## src/rtl/pe_array_sched.sv

```systemverilog
// Tile sequencer for the unary systolic PE array: weight load, skewed compute
// wavefront, output drain, done. Every array control output is registered.
module pe_array_sched #(
  parameter int unsigned ROW_NUM        = 8,
  parameter int unsigned COLUMN_NUM     = 8,
  parameter int unsigned M_END_BITWIDTH = 8,
  parameter int unsigned LEN_BITWIDTH   = 8,
  parameter int unsigned CNT_BITWIDTH   = 20
) (
  input  logic                                 clk,
  input  logic                                 resetn,
  input  logic                                 cfg_valid,
  output logic                                 cfg_ready,
  input  logic [M_END_BITWIDTH-1:0]            cfg_m_end,
  input  logic [LEN_BITWIDTH-1:0]              cfg_stream_len,
  input  logic                                 abort,
  output logic                                 busy,
  output logic                                 done,
  output logic                                 out_valid,
  output logic [$clog2(ROW_NUM)-1:0]           out_row,
  output logic [ROW_NUM*COLUMN_NUM-1:0]        vector_weight_reg_en,
  output logic [ROW_NUM*COLUMN_NUM-1:0]        vector_weight_reg_r0w1,
  output logic [ROW_NUM*COLUMN_NUM-1:0]        vector_input_reg_en,
  output logic [ROW_NUM*COLUMN_NUM-1:0]        vector_input_reg_r0w1,
  output logic [ROW_NUM*COLUMN_NUM-1:0]        vector_rand_num_reg_en,
  output logic [ROW_NUM*COLUMN_NUM-1:0]        vector_rand_num_reg_r0w1,
  output logic [ROW_NUM*COLUMN_NUM-1:0]        vector_output_num_reg_en,
  output logic [ROW_NUM*COLUMN_NUM-1:0]        vector_output_num_reg_r0w1,
  output logic [ROW_NUM*M_END_BITWIDTH-1:0]    M_end
);

  localparam int unsigned PE_NUM   = ROW_NUM * COLUMN_NUM;
  localparam int unsigned ROW_W    = $clog2(ROW_NUM);
  localparam int unsigned DIAG_NUM = ROW_NUM + COLUMN_NUM - 1;

  typedef enum logic [2:0] {IDLE, WLOAD, COMPUTE, DRAIN, DONE} state_t;

  state_t                  state, state_nxt;
  logic [CNT_BITWIDTH-1:0] cnt, cnt_nxt, ml;
  logic                    accept_c;
  logic [DIAG_NUM-1:0]     diag_act;
  logic [PE_NUM-1:0]       pe_act;

  // Phase sequencing; the counter reloads to 0 on the last cycle of each phase.
  always_comb begin
    state_nxt = state;
    cnt_nxt   = '0;
    accept_c  = 1'b0;
    case (state)
      IDLE: begin
        if (cfg_valid) begin
          accept_c  = 1'b1;
          state_nxt = (cfg_m_end == '0 || cfg_stream_len == '0) ? DONE : WLOAD;
        end
      end
      WLOAD: begin
        if (cnt == CNT_BITWIDTH'(ROW_NUM - 1)) state_nxt = COMPUTE;
        else cnt_nxt = cnt + CNT_BITWIDTH'(1);
      end
      COMPUTE: begin
        if (cnt == ml + CNT_BITWIDTH'(ROW_NUM + COLUMN_NUM - 3)) state_nxt = DRAIN;
        else cnt_nxt = cnt + CNT_BITWIDTH'(1);
      end
      DRAIN: begin
        if (cnt == CNT_BITWIDTH'(ROW_NUM - 1)) state_nxt = DONE;
        else cnt_nxt = cnt + CNT_BITWIDTH'(1);
      end
      DONE:    state_nxt = IDLE;
      default: state_nxt = IDLE;
    endcase
    if (abort && state != IDLE) begin
      state_nxt = IDLE;
      cnt_nxt   = '0;
    end
  end

  // PEs on the same anti-diagonal r+c share one wavefront window [d, d+M*L).
  always_comb begin
    diag_act = '0;
    pe_act   = '0;
    for (int unsigned d = 0; d < DIAG_NUM; d++) begin
      diag_act[d] = (cnt_nxt >= CNT_BITWIDTH'(d)) &&
                    ((cnt_nxt - CNT_BITWIDTH'(d)) < ml);
    end
    for (int unsigned r = 0; r < ROW_NUM; r++) begin
      for (int unsigned c = 0; c < COLUMN_NUM; c++) begin
        pe_act[r*COLUMN_NUM + c] = diag_act[r + c];
      end
    end
  end

  always_ff @(posedge clk) begin
    if (!resetn) begin
      state                      <= IDLE;
      cnt                        <= '0;
      ml                         <= '0;
      cfg_ready                  <= 1'b1;
      busy                       <= 1'b0;
      done                       <= 1'b0;
      out_valid                  <= 1'b0;
      out_row                    <= '0;
      vector_weight_reg_en       <= '0;
      vector_weight_reg_r0w1     <= '0;
      vector_input_reg_en        <= '0;
      vector_input_reg_r0w1      <= '0;
      vector_rand_num_reg_en     <= '0;
      vector_rand_num_reg_r0w1   <= '0;
      vector_output_num_reg_en   <= '0;
      vector_output_num_reg_r0w1 <= '0;
      M_end                      <= '0;
    end else begin
      state <= state_nxt;
      cnt   <= cnt_nxt;
      if (accept_c) begin
        ml    <= CNT_BITWIDTH'(cfg_m_end) * CNT_BITWIDTH'(cfg_stream_len);
        M_end <= {ROW_NUM{cfg_m_end}};
      end
      cfg_ready <= (state_nxt == IDLE);
      busy      <= (state_nxt != IDLE);
      done      <= (state_nxt == DONE);
      out_valid <= (state_nxt == DRAIN);
      out_row   <= (state_nxt == DRAIN) ? cnt_nxt[ROW_W-1:0] : '0;
      vector_weight_reg_en     <= {PE_NUM{state_nxt == WLOAD}};
      vector_weight_reg_r0w1   <= {PE_NUM{state_nxt == WLOAD}};
      vector_input_reg_en      <= (state_nxt == COMPUTE) ? pe_act : '0;
      vector_input_reg_r0w1    <= (state_nxt == COMPUTE) ? pe_act : '0;
      vector_rand_num_reg_en   <= (state_nxt == COMPUTE) ? pe_act : '0;
      vector_rand_num_reg_r0w1 <= (state_nxt == COMPUTE) ? pe_act : '0;
      // Drain shifts partial sums toward row 0, hence r0w1 low.
      vector_output_num_reg_en   <= (state_nxt == COMPUTE) ? pe_act :
                                    (state_nxt == DRAIN)   ? '1 : '0;
      vector_output_num_reg_r0w1 <= (state_nxt == COMPUTE) ? pe_act : '0;
    end
  end

endmodule

```

## config.mk

```make
export PLATFORM = sky130hd
export DESIGN_NAME = pe_array_sched
export DESIGN_NICKNAME = d
export VERILOG_FILES = /design/src/rtl/pe_array_sched.sv
export SDC_FILE = /design/constraint.sdc
export NUM_CORES = 1
export LEC_CHECK = 0
export CAP_MARGIN = 0
export CORE_AREA = 5 5 230 232
export CTS_CLUSTER_DIAMETER = 100
export CTS_CLUSTER_SIZE = 8
export DETAILED_ROUTE_END_ITERATION = 6
export DIE_AREA = 0 0 235 237
export PLACE_DENSITY = 0.72
export SETUP_SLACK_MARGIN = 0.1
export SLEW_MARGIN = 5
export SYNTH_ARGS = -nofsm -noshare
export SYNTH_HDL_FRONTEND = slang
export SYNTH_SLANG_ARGS = --single-unit
```

## constraint.sdc

```tcl
create_clock -name clk -period 14.7 [get_ports clk]
set_input_delay 2.94 -clock clk [delete_from_list [all_inputs] [get_ports clk]]
set_output_delay 2.94 -clock clk [all_outputs]
set_load 0.02 [all_outputs]
```

==> impl_metrics.env, run 1 <==
export IMPL_status="finished clean"
export IMPL_syn_area_per_cell_um2=7.391
export IMPL_muxShareOfSynthArea_pct=0.3119
export IMPL_overflow=0
export IMPL_max_freq_ghz=0.1058
export IMPL_yosysSeqAreaShare_pct=8.656
export IMPL_path_clk_slew_ps=70
export IMPL_drive_gt1_share_pct=5.330
export IMPL_antenna_found_initial=2
export IMPL_grt_max_degree=100
export IMPL_reg2reg_depth=25
export IMPL_min_to="ml[11]$_SDFFE_PN0P_"
export IMPL_fin_skew_ps=15.67
export IMPL_critPathCaptureType="flip-flop"
export IMPL_placed_area_mm2=0.02247
export IMPL_power_w=0.001437
export IMPL_timing_final_crit_share_pct=64.33
export IMPL_clock_sinks=85
export IMPL_via_per_inst=5.744
export IMPL_hold_buffers=0
export IMPL_period_minus_slack_ps=9456
export IMPL_setup_viol=0
export IMPL_routedWlPerCell_um=25.57
export IMPL_hold_start="ml[11]$_SDFFE_PN0P_"
export IMPL_initial_utilization_pct=38.71
export IMPL_crit_fanout=55
export IMPL_synth_area_mm2=0.01966
export IMPL_mostFrequentLayoutCells="clkdlybuf4s50_1, ha_1, nand2_1"
export IMPL_swShare_pct=47.76
export IMPL_gr_usage_all_layers_pct=28.83
export IMPL_wirelength_um=86030
export IMPL_cts_resized=0
export IMPL_clk_latency_ps=400
export IMPL_gp_congestion=1.077
export IMPL_synthArstFlopShare_pct=0
export IMPL_p_seq_share_pct=19.0
export IMPL_regToRegEndpoint="vector_output_num_reg_en[40]$_SDFF_PN0_"
export IMPL_synthSimpleGateAreaFrac_pct=20.67
export IMPL_num_vias=19330
export IMPL_hold_path_class="reg2reg"
export IMPL_cts_root_buf="clkbuf_16"
export IMPL_htree_levels=3
export IMPL_maxSlewViolCount=0
export IMPL_nets=2995
export IMPL_ant_nets=0
export IMPL_postLayoutCellArea_mm2=0.02279
export IMPL_crit_required_ps=15030
export IMPL_dieArea_mm2=0.05570
export IMPL_peakVddDrop_mv=0.09936
export IMPL_leakagePower_nw=8.835
export IMPL_drt_iter0_drc=2181
export IMPL_grt_pass1_vias=18090
export IMPL_power_density_mw_per_mm2=63.07
export IMPL_hpwl_um=65780
export IMPL_layout_commonest_cell="clkdlybuf4s50_1"
export IMPL_max_slew_margin_rel_pct=18.72
export IMPL_reg2reg_from="cnt[1]$_SDFF_PN0_"
export IMPL_core_area_mm2=0.05078
export IMPL_post_synth_fa_ha_maj_area_fraction_pct=20.28
export IMPL_p_sw_w=0.0006865
export IMPL_synth_xor_area_share_pct=7.618
export IMPL_fillCellCount=5085
export IMPL_yosysUniqueCellTypes=90
export IMPL_std_cell_rows=83
export IMPL_cp_start_kind="primary input"
export IMPL_syn_nets=2977
export IMPL_ios=603
export IMPL_drc=0
export IMPL_tightest_slew_ps=1218
export IMPL_arrival_ps=9790
export IMPL_numPortBuffers=602
export IMPL_reg2reg_slack_ps=6350
export IMPL_p_int_w=0.0007508
export IMPL_yosys_warnings=0
export IMPL_hold_depth=2
export IMPL_hold_viol=0
export IMPL_cts_buffers=9
export IMPL_synth_compound_area_share_pct=17.25
export IMPL_maxCapViolations=0
export IMPL_chipHeight_um=237
export IMPL_cts_buffer_depth=2
export IMPL_cts_setup_buffers=0
export IMPL_final_setup_tns_ps=0
export IMPL_cts_tree="done"
export IMPL_grt_pass1_wl_um=122800
export IMPL_ys_ff_latch=85
export IMPL_synthToLayoutAreaGrowth_pct=15.92
export IMPL_clkPwrFrac_pct=18.4
export IMPL_synth_edf_count=0
export IMPL_synth_top_family_by_area="buffers and inverters"
export IMPL_drt_first_pass_iters=6
export IMPL_rsz0062_at_grt="no"
export IMPL_synthCells=2660
export IMPL_synth_main_ff_cell="dfxtp_1"
export IMPL_critPathKind="in2reg"
export IMPL_dieWidth_um=235
export IMPL_pwr_share_comb_pct=62.6
[logic make-up (layout without fill, tap and decap cells)]
family	after synthesis	in the layout
buffers and inverters	755	778
other	0	2
AND/OR/NAND/NOR	813	813
flip-flops	85	85
multiplexers	6	6
AO/OA/AOI/OAI	533	533
XOR/XNOR	171	171
adder cells (fa/ha/maj)	297	297
[power by group through the flow]
stage / sequential [W] / clock (W) / combinational, W
2_1_floorplan: 0.000269 / 0 / 0.000646
6_report: 0.000273 / 0.000264 / 0.000900
5_1_grt: 0.000276 / 0.000278 / 0.000990
3_3_place_gp: 0.000277 / 0 / 0.000869
4_1_cts: 0.000272 / 0.000272 / 0.000883
3_5_place_dp: 0.000278 / 0 / 0.000877
[Yosys cell counts, types with 5 or more instances]
| library cell | instances | share of area, % |
|---|---|---|
| or3_1 | 9 | 0.29 |
| o41ai_1 | 8 | 0.36 |
| dfxtp_1 | 85 | 8.7 |
| xnor2_1 | 133 | 5.9 |
| nor4b_1 | 6 | 0.27 |
| o21bai_1 | 5 | 0.19 |
| a2111oi_0 | 7 | 0.31 |
| buf_4 | 551 | 21 |
| a211oi_1 | 16 | 0.61 |
| or2_1 | 7 | 0.22 |
| nor3_1 | 56 | 1.4 |
| ha_1 | 261 | 17 |
| o21ai_1 | 9 | 0.23 |
| o21a_1 | 12 | 0.46 |
| nand3b_1 | 6 | 0.23 |
| inv_2 | 7 | 0.13 |
| nand2b_1 | 13 | 0.41 |
| a211o_1 | 5 | 0.22 |
| a31oi_1 | 21 | 0.67 |
| and2_1 | 46 | 1.5 |
| a21o_1 | 61 | 2.3 |
| nor2b_1 | 36 | 1.1 |
| o221ai_1 | 5 | 0.22 |
| a21oi_1 | 147 | 3.7 |
| mux2i_1 | 5 | 0.25 |
| nand3_1 | 60 | 1.5 |
| fa_1 | 36 | 3.7 |
| inv_1 | 93 | 1.8 |
| and4_1 | 13 | 0.58 |
| clkbuf_1 | 71 | 1.4 |
| nor2_1 | 171 | 3.3 |
| o31a_1 | 5 | 0.22 |
| buf_2 | 24 | 0.61 |
| and3_1 | 14 | 0.45 |
| or2_2 | 16 | 0.51 |
| nand4_1 | 57 | 1.8 |
| o31ai_1 | 11 | 0.42 |
| nand2_1 | 250 | 4.8 |
| xor2_1 | 38 | 1.7 |
| o211ai_1 | 8 | 0.31 |
| o21ai_0 | 141 | 3.6 |
| o22ai_1 | 22 | 0.70 |
| nor4_1 | 23 | 0.73 |
| a221oi_1 | 6 | 0.27 |
[per-stage QoR]
| step | hold WS (ps) | std cells | util, % | setup slack (ps) |
|---|---|---|---|---|
| 2_1_floorplan | 478.1 | 2660 | - | 7086 |
| 3_3_place_gp | 519.8 | 3347 | 44.24 | 5194 |
| 3_5_place_dp | 520.1 | 3347 | 44.24 | 5115 |
| 4_1_cts | 529.8 | 3363 | 44.86 | 5533 |
| 5_1_grt | 567.2 | 3363 | 44.86 | 4927 |
| 6_report | 530.7 | 3365 | 44.87 | 5244 |
[worst max-delay path by stage]
stage | start | endpoint | slack, ps
final | abort | vector_output_num_reg_en[40]$_SDFF_PN0_ | 5240
after floorplan | abort | vector_output_num_reg_en[58]$_SDFF_PN0_ | 7090
after global placement | abort | vector_output_num_reg_en[40]$_SDFF_PN0_ | 5190
after detailed placement | abort | vector_output_num_reg_en[40]$_SDFF_PN0_ | 5120
after global routing | abort | vector_output_num_reg_en[40]$_SDFF_PN0_ | 4930
after CTS | abort | vector_output_num_reg_en[40]$_SDFF_PN0_ | 5530
[routing by layer]
layer | part of all wire, % | global-route usage, %
met1 | 39 | 36.30
met2 | 42 | 43.99
met3 | 11 | 7.885
met4 | 7.2 | 17.31
met5 | 0.031 | 0
[flip-flops by register name, indices dropped and copies added (netlist names)]
register / cells
cnt: 20
ml: 16
vector_output_num_reg_en: 15
vector_output_num_reg_r0w1: 15
M_end: 8
out_row: 3
state: 3
busy: 1
cfg_ready: 1
done: 1
out_valid: 1
vector_weight_reg_r0w1: 1
[critical path: stages]
cell	delay [ps]
clkdlybuf4s50_1	510
nor4b_1	470
or2_4	250
o31a_2	400
buf_4	630
nand2_1	410
inv_1	300
ha_1	470
and2_1	660
a21oi_1	150
xnor2_1	170
ha_1	300
a21o_1	160
a21o_1	170
a21oi_1	130
nor2_1	50
a2111oi_0	370
o31ai_1	190
nor3_1	230
o211ai_1	250
nor4_1	410
or2_1	140
[final cells by class]
| cell class | instances | area [um^2] | area share, % |
|---|---|---|---|
| clock inverters | 6 | 76.32 | 0.3349 |
| inverters | 102 | 384.1 | 1.686 |
| clock buffers | 10 | 239.0 | 1.049 |
| well taps | 680 | 850.8 | 3.734 |
| flip-flops and latches | 85 | 1705 | 7.484 |
| multi-input cells | 1820 | 13070 | 57.34 |
| diodes | 2 | 5.005 | 0.02196 |
| repair buffers | 660 | 6461 | 28.35 |
Power figures use the tool's default switching activity.
==> inputs of run 2 (changes only) <==
- clock period: 14.7 -> 9.1 ns (I/O delays scaled with it)
==> impl_metrics.env, run 2 (synthesis gave the netlist of run 1 again) <==
export IMPL_max_slew_margin_rel_pct=24.08
export IMPL_htree_levels=3
export IMPL_maxCapViolations=0
export IMPL_cts_buffers=9
export IMPL_fillCellCount=5098
export IMPL_drt_first_pass_iters=6
export IMPL_nets=3015
export IMPL_gr_usage_all_layers_pct=30.47
export IMPL_final_setup_tns_ps=0
export IMPL_hold_viol=0
export IMPL_crit_start="cnt[1]$_SDFF_PN0_"
export IMPL_wirelength_um=90240
export IMPL_overflow=0
export IMPL_clock_sinks=85
export IMPL_initial_utilization_pct=38.71
export IMPL_cts_resized=0
export IMPL_mostFrequentLayoutCells="clkdlybuf4s50_1, ha_1, nand2_1"
export IMPL_grt_pass1_vias=18220
export IMPL_path_clk_slew_ps=80
export IMPL_regArea_mm2=0.001705
export IMPL_critPathCaptureType="flip-flop"
export IMPL_cts_root_buf="clkbuf_16"
export IMPL_crit_fanout=14
export IMPL_max_freq_ghz=0.1279
export IMPL_antenna_cells=0
export IMPL_grt_pass1_wl_um=128200
export IMPL_chipHeight_um=237
export IMPL_dieArea_mm2=0.05570
export IMPL_hold_buffers=0
export IMPL_dieWidth_um=235
export IMPL_crit_required_ps=9440
export IMPL_hold_path_class="reg2reg"
export IMPL_reg2reg_slack_ps=1280
export IMPL_std_cell_rows=83
export IMPL_drt_iter0_drc=1927
export IMPL_cp_start_kind="flip-flop"
export IMPL_timing_final_crit_share_pct=85.92
export IMPL_finish_utilization_pct=45.16
export IMPL_power_density_mw_per_mm2=100.2
export IMPL_leakagePower_nw=8.923
export IMPL_synthToLayoutAreaGrowth_pct=16.66
export IMPL_cts_setup_buffers=0
export IMPL_ant_nets=0
export IMPL_gp_congestion=1.114
export IMPL_reg2reg_from="cnt[1]$_SDFF_PN0_"
export IMPL_num_vias=19230
export IMPL_peakVddDrop_mv=0.1027
export IMPL_cts_buffer_depth=2
export IMPL_core_area_mm2=0.05078
export IMPL_critPathCapture="vector_output_num_reg_en[56]$_SDFF_PN0_"
export IMPL_routedWlPerCell_um=26.68
export IMPL_critPathKind="reg2reg"
export IMPL_drc=0
export IMPL_rsz0062_at_grt="no"
export IMPL_antenna_found_initial=1
export IMPL_cts_tree="done"
export IMPL_setup_viol=0
export IMPL_multiInputGateArea_mm2=0.01309
export IMPL_hpwl_um=69400
export IMPL_ios=603
export IMPL_layout_commonest_cell="clkdlybuf4s50_1"
export IMPL_reg2reg_depth=25
export IMPL_drive_gt1_share_pct=6.141
export IMPL_regMostFlops="cnt"
export IMPL_tightest_slew_ps=1133
export IMPL_maxSlewViolCount=0
export IMPL_grt_max_degree=99
export IMPL_fin_skew_ps=25.26
export IMPL_regToRegEndpoint="vector_output_num_reg_en[56]$_SDFF_PN0_"
export IMPL_arrival_ps=8160
export IMPL_via_per_inst=5.684
export IMPL_reg_largest_list="cnt: 20 flops, ml: 16 flops"
export IMPL_status="finished clean"
export IMPL_largest_reg_flops=20
export IMPL_numPortBuffers=602
export IMPL_clk_latency_ps=410
export IMPL_period_minus_slack_ps=7819
==> run 2: report_power, final <==
group	switching [W]	total, W	internal (W)	leakage [nW]
Sequential	0.0000452	0.000440	0.000395	0.690
Clock	0.000203	0.000398	0.000195	0.141
Combinational	0.000865	0.00146	0.000595	8.09
==> run 2: layer usage <==
layer,share of wire [%],up-vias,track usage (%)
met5,0.014,-,0
met1,40,9008,37.95
met2,43,1173,47.34
met3,10,291,8.001
met4,7.5,2,18.17
li1,-,8755,-
==> run 2: how the worst min path moves through the flow <==
stage | from | to | depth (start not counted)
floorplan | ml[1]$_SDFFE_PN0P_ | ml[1]$_SDFFE_PN0P_ | 2
global placement | ml[11]$_SDFFE_PN0P_ | ml[11]$_SDFFE_PN0P_ | 2
detailed placement | ml[14]$_SDFFE_PN0P_ | ml[14]$_SDFFE_PN0P_ | 2
CTS | ml[14]$_SDFFE_PN0P_ | ml[14]$_SDFFE_PN0P_ | 2
global route | ml[14]$_SDFFE_PN0P_ | ml[14]$_SDFFE_PN0P_ | 2
finish | ml[14]$_SDFFE_PN0P_ | ml[14]$_SDFFE_PN0P_ | 2
==> run 2: worst max-delay path, stage by stage (launching register included) <==
cell       delay, ps
dfxtp_1          580
ha_1             630
nand2_1          300
or4_4            630
o31ai_2          370
nor3_2           150
or2_4            310
o31a_2           180
nand2_1          380
ha_1             420
nand2_1          230
nor2_1           390
nor2_1            90
xor2_1           150
nand2_1           70
ha_1             320
a21o_1           190
a21o_1           180
a21oi_1          140
nor2b_1           50
o21ai_0          130
nand2_1           60
a2111oi_0        660
nand3_1          220
a2111oi_2        690
or2_2            220
==> run 2: layout make-up <==
cell class,count,area share (%)
Clock buffer,10,1.042
Clock inverter,6,0.2019
Inverter,102,1.675
Multi-Input combinational cell,1820,57.05
Sequential cell,85,7.436
Tap cell,680,3.710
Timing Repair Buffer,680,28.88
==> run 2: metrics by stage <==
stage	instance area [um^2]	setup slack (ps)	cells	hold WS, ps	power (W)
floorplan	19660	2606	2660	478.1	0.001479
global placement	22650	1274	3367	518.5	0.001860
detailed placement	22650	1249	3367	528.0	0.001883
CTS	22930	1544	3383	537.5	0.002285
global route	22930	1059	3383	566.7	0.002483
finish	22930	1281	3383	536.3	0.002299
